### config.mk
export PLATFORM = sky130hd
export DESIGN_NAME = exhaustive_stim_capture
export DESIGN_NICKNAME = d
export VERILOG_FILES = /design/src/rtl/stim_capture_pkg.sv /design/src/rtl/stim_misr.sv /design/src/rtl/exhaustive_stim_capture.sv
export SDC_FILE = /design/constraint.sdc
export NUM_CORES = 1
export LEC_CHECK = 0
export CORE_MARGIN = 2
export CORE_UTILIZATION = 45
export CTS_BUF_LIST = sky130_fd_sc_hd__clkbuf_8
export CTS_CLUSTER_SIZE = 10
export DETAILED_ROUTE_END_ITERATION = 10
export GPL_TIMING_DRIVEN = 0
export PLACE_DENSITY_LB_ADDON = 0.05
export REMOVE_ABC_BUFFERS = 1
export SYNTH_ARGS = -nofsm -noshare
export SYNTH_HDL_FRONTEND = slang
export SYNTH_HIERARCHICAL = 1
export SYNTH_SLANG_ARGS = --single-unit
### constraint.sdc
create_clock -name CK -period 2.4 [get_ports CK]
set_input_delay 0.36 -clock CK [delete_from_list [all_inputs] [get_ports CK]]
set_output_delay 0.36 -clock CK [all_outputs]
set_load 0.02 [all_outputs]
### src/rtl/stim_capture_pkg.sv
// stim_capture_pkg: shared FSM states and MISR constants for the exhaustive stimulus/capture engine
package stim_capture_pkg;
  typedef enum logic [1:0] {IDLE, APPLY, EMIT, DONE} state_t;
  localparam int SIG_WIDTH = 16;
  localparam logic [SIG_WIDTH-1:0] MISR_POLY = 16'h1021;
endpackage

### src/rtl/stim_misr.sv
// stim_misr: 16-bit multiple-input signature register compacting accepted records
module stim_misr
  import stim_capture_pkg::*;
(
  input  logic                 CK,
  input  logic                 reset,
  input  logic                 clear,
  input  logic                 en,
  input  logic [SIG_WIDTH-1:0] data,
  output logic [SIG_WIDTH-1:0] sig
);
  // shift with polynomial feedback and fold in the record on each enable
  always_ff @(posedge CK)
    if (!reset || clear) sig <= '0;
    else if (en) sig <= {sig[SIG_WIDTH-2:0], 1'b0} ^ (sig[SIG_WIDTH-1] ? MISR_POLY : '0) ^ data;
endmodule

### src/rtl/exhaustive_stim_capture.sv
// exhaustive_stim_capture: sweeps all input patterns, samples the response after a settle time and emits records; STIM_MISR_EN adds a signature
module exhaustive_stim_capture
  import stim_capture_pkg::*;
#(
  parameter int N_WIDTH    = 5,
  parameter int OUT_WIDTH  = 1,
  parameter int SETTLE_CYC = 1
) (
  input  logic                 CK,
  input  logic                 reset,
  input  logic                 start,
  output logic [N_WIDTH-1:0]   dut_in,
  input  logic [OUT_WIDTH-1:0] dut_out,
  output logic                 rec_valid,
  input  logic                 rec_ready,
  output logic [N_WIDTH-1:0]   rec_pattern,
  output logic [OUT_WIDTH-1:0] rec_response,
  output logic                 busy,
  output logic                 done,
  output logic [SIG_WIDTH-1:0] signature
);
  localparam int CW = $clog2(SETTLE_CYC + 1);
  localparam logic [CW-1:0] SETTLE = CW'(SETTLE_CYC);
  state_t state, state_d;
  logic [CW-1:0] cnt, cnt_d;
  logic [N_WIDTH-1:0] dut_in_d, pat_d;
  logic [OUT_WIDTH-1:0] resp_d;
  logic valid_d, busy_d, done_d;
  // state and datapath registers; reset aborts any sweep on the same edge
  always_ff @(posedge CK)
    if (!reset) begin
      state        <= IDLE;
      cnt          <= '0;
      dut_in       <= '0;
      rec_pattern  <= '0;
      rec_response <= '0;
      rec_valid    <= 1'b0;
      busy         <= 1'b0;
      done         <= 1'b0;
    end else begin
      state        <= state_d;
      cnt          <= cnt_d;
      dut_in       <= dut_in_d;
      rec_pattern  <= pat_d;
      rec_response <= resp_d;
      rec_valid    <= valid_d;
      busy         <= busy_d;
      done         <= done_d;
    end
  // sweep sequencing: apply pattern, wait settle, hold record until accepted, advance
  always_comb begin
    state_d  = state;
    cnt_d    = cnt;
    dut_in_d = dut_in;
    pat_d    = rec_pattern;
    resp_d   = rec_response;
    valid_d  = rec_valid;
    busy_d   = busy;
    done_d   = done;
    case (state)
      IDLE, DONE: if (start) begin
        state_d  = APPLY;
        cnt_d    = SETTLE;
        dut_in_d = '0;
        busy_d   = 1'b1;
        done_d   = 1'b0;
      end
      APPLY: begin
        cnt_d = cnt - 1'b1;
        if (cnt == CW'(1)) begin
          state_d = EMIT;
          pat_d   = dut_in;
          resp_d  = dut_out;
          valid_d = 1'b1;
        end
      end
      EMIT: if (rec_ready) begin
        valid_d  = 1'b0;
        state_d  = &dut_in ? DONE : APPLY;
        done_d   = &dut_in;
        busy_d   = ~&dut_in;
        dut_in_d = &dut_in ? dut_in : dut_in + 1'b1;
        cnt_d    = &dut_in ? cnt : SETTLE;
      end
      default: state_d = IDLE;
    endcase
  end
`ifdef STIM_MISR_EN
  logic misr_en, misr_clr;
  logic [SIG_WIDTH-1:0] misr_data;
  assign misr_en   = state == EMIT && rec_ready;
  assign misr_clr  = start && (state == IDLE || state == DONE);
  assign misr_data = SIG_WIDTH'({rec_pattern, rec_response});
  stim_misr u_misr (
    .CK   (CK),
    .reset(reset),
    .clear(misr_clr),
    .en   (misr_en),
    .data (misr_data),
    .sig  (signature)
  );
`else
  assign signature = '0;
`endif
endmodule

==> impl_metrics.csv <==
group,metric,value,unit
status,status,"finished clean",
cts,cts_tree,"built",
logic_synthesis,synth_cell_types,30,
timing,rsz0062_at_grt,"no",
worst_setup_path,required,2520,ps
logic_synthesis,synth_area_per_cell,8.33,um2
cts,clock_latency,250,ps
detailed_routing,met1Wirelength,813,um
detailed_routing,wl_met2,839,um
logic_synthesis,yosysTopAreaCellShare,36.2,%
timing,finalCriticalPeriod,1940,ps
global_route,grt_antenna_before_repair,0,
run,maxCapViolCount,0,
detailed_routing,met3_wirelength,95,um
timing,fmaxAchievable,515,MHz
worst_setup_path,worstSetupPathType,"flop to flop",
cts,htreeDepth,1,
power_and_ir_drop,p_leak,0.461,nW
placed_design,place_hpwl,1240,um
global_route,grt_usage,15.5,%
logic_synthesis,synth_top_cells_by_count,"20 x nand2_1, 18 x buf_4, 17 x dfxtp_1",
detailed_routing,drtIter0Drc,7,
cts,postCtsResizedCells,0,
global_route,grt_max_degree,17,
cts,cts_made_buffers,3,
logic_synthesis,yosysTopAreaCell,"dfxtp_1",
logic_synthesis,synth-main-ff-cell,"dfxtp_1",
worst_hold_path,hold_class,"flop to flop",
detailed_routing,drt_wl_total,1770,um
detailed_routing,vias,751,
global_route,grt_pass1_wl,2950,um
global_route,grt_pass1_vias,693,
final_layout,antenna_cells,0,
timing,fin_ws,459,ps
floorplan,die_height,49.7,um
cts,root_buffer,"clkbuf_8",
logic_synthesis,synth_area,941,um2
detailed_routing,vias_per_cell,4.75,
cts,clkTransAtPathRegs,70,ps
timing,relSlewSlack,63.4,%
cts,cts-hold-fix-buffers,0,
worst_setup_path,worstPathMaxFanout,7,
logic_synthesis,async_flop_share,0,%
logic_synthesis,yosysMostFrequentCell,"nand2_1",
logic_synthesis,synth-edff-count,0,
timing,report.final.slew_viol_count,0,
placed_design,dp_slack,464,ps
detailed_routing,wl_per_cell,11.2,um
floorplan,die_w,49.7,um
detailed_routing,top_layer,"met4",
final_layout,area_delta_synth_final,18.9,%
logic_synthesis,yosysSeqAreaShare,36.2,%
final_layout,drive_above_1_share,6.87,%
cts,cts.sinks,17,
logic_synthesis,synth-warning-count,6,
detailed_routing,firstDrtPassIters,3,
floorplan,ioPinCount,35,
timing,fin_worst_skew,1.36,ps
floorplan,die_area,2470,um2
final_layout,final_nets,142,
worst_setup_path,cp.arrival,2060,ps
global_route,gr-total-overflow,0,
logic_synthesis,netlist_instances,113,
floorplan,fp-row-count,16,
worst_setup_path,critPathLaunchType,"flop",
logic_synthesis,synth.area.top_cells,"dfxtp_1 36%, buf_4 14%, nand2_1 8.0%",
detailed_routing,ant_nets,0,
placed_design,io_buffer_count,18,
cts,cts_max_path_buffers,2,
power_and_ir_drop,power_density,635,nW/um2
timing,setup_viol,0,
worst_setup_path,crit_path_end_kind,"flop",
timing,final.setup.tns,0,ps
final_layout,final_cells,158,
cts,post_cts_buffers,0,
timing,finalHoldViolations,0,
placed_design,place.gp.congestion,0.754,
timing,fin_crit_sh,80.9,%
power_and_ir_drop,peakVddDrop,0.425,mV
placed_design,dp_cells,154,
floorplan,core-area,1960,um2
floorplan,initial_core_util,48.0,%
detailed_routing,drc,0,
logic_synthesis,ys_seq_elements,17,
timing,tightest_slew,549,ps
==> metal layers <==
metal	GRT usage (%)	vias up
li1	-	380
met1	18.8	343
met2	25.6	24
met3	4.24	4
met4	6.94	0
met5	0	-
==> cell usage in the layout (no fill, tap or decap), types with 2 or more instances in the layout <==
cell type | Yosys | layout
inv_1 | 4 | 4
ha_1 | 5 | 5
conb_1 | 1 | 16
a21oi_1 | 13 | 13
clkdlybuf4s50_1 | 0 | 18
o21ai_1 | 2 | 2
nor2_1 | 5 | 5
nand2_1 | 20 | 20
nor2b_1 | 2 | 2
and2_1 | 2 | 2
clkbuf_8 | 0 | 3
nand3_1 | 6 | 6
dfxtp_1 | 17 | 17
==> path summary, 6_finish.rpt <==
kind	end	start	depth (start not counted)	slack [ps]
setup / recovery	dut_in[3]	dut_in[0]	7	460
hold reg to reg	rec_pattern[1]	rec_pattern[1]	2	460
hold / removal	rec_pattern[1]	rec_pattern[1]	2	460
setup reg to reg	dut_in[3]	dut_in[0]	7	460
==> stage by stage <==
stage                     area (um2)  utilization (%)  total power [mW]  hold WS (ps)
after global placement          1070             54.7             0.503           444
after floorplan                  858                -             0.453           478
after CTS                       1120             57.0             0.720           460
after detailed placement        1070             54.7             0.506           450
final                           1120             57.0             0.710           458
after global routing            1120             57.0             0.755           479
==> final cells by class <==
class                   count  area, um2
inverters                   4       15.0
flip-flops and latches     17        340
clock inverters             1       5.00
well taps                  27       33.8
fillers                   206        843
clock buffers               3       41.3
repair buffers             18        180
multi-input cells          88        503
==> logic make-up (layout without fill, tap and decap cells) <==
family                     count (synthesis)  count (layout)  synth area share, %
and+or+nand+nor                           43              43                 23.3
other                                      1              16                0.399
adders and majority gates                  5               5                 6.65
muxes                                      1               1                 1.06
AOI/OAI and AO/OA                         23              23                 16.1
DFF                                       17              17                 36.2
buffers and inverters                     23              26                 16.4
==> where the power goes <==
group | leakage (nW) | switching [mW] | internal, mW
clock network | 0.0255 | 0.0963 | 0.115
logic | 0.298 | 0.116 | 0.0706
registers | 0.138 | 0.0114 | 0.301
total | 0.461 | 0.224 | 0.487
==> state kept, by name, indices dropped and copies added (netlist names) <==
name	cells
rec_response	1
cnt	1
rec_pattern	5
busy	1
state	2
dut_in	5
done	1
rec_valid	1
==> worst max-delay path, cell delays in order (launching register included) <==
cell and delay (ps):
dfxtp_1 360, ha_1 250, and3_1 190, ha_1 210, nand2b_4 160, a211o_1 400
o21ai_1 170, a21oi_1 70
No activity file was read; power rests on OpenSTA's default activity.
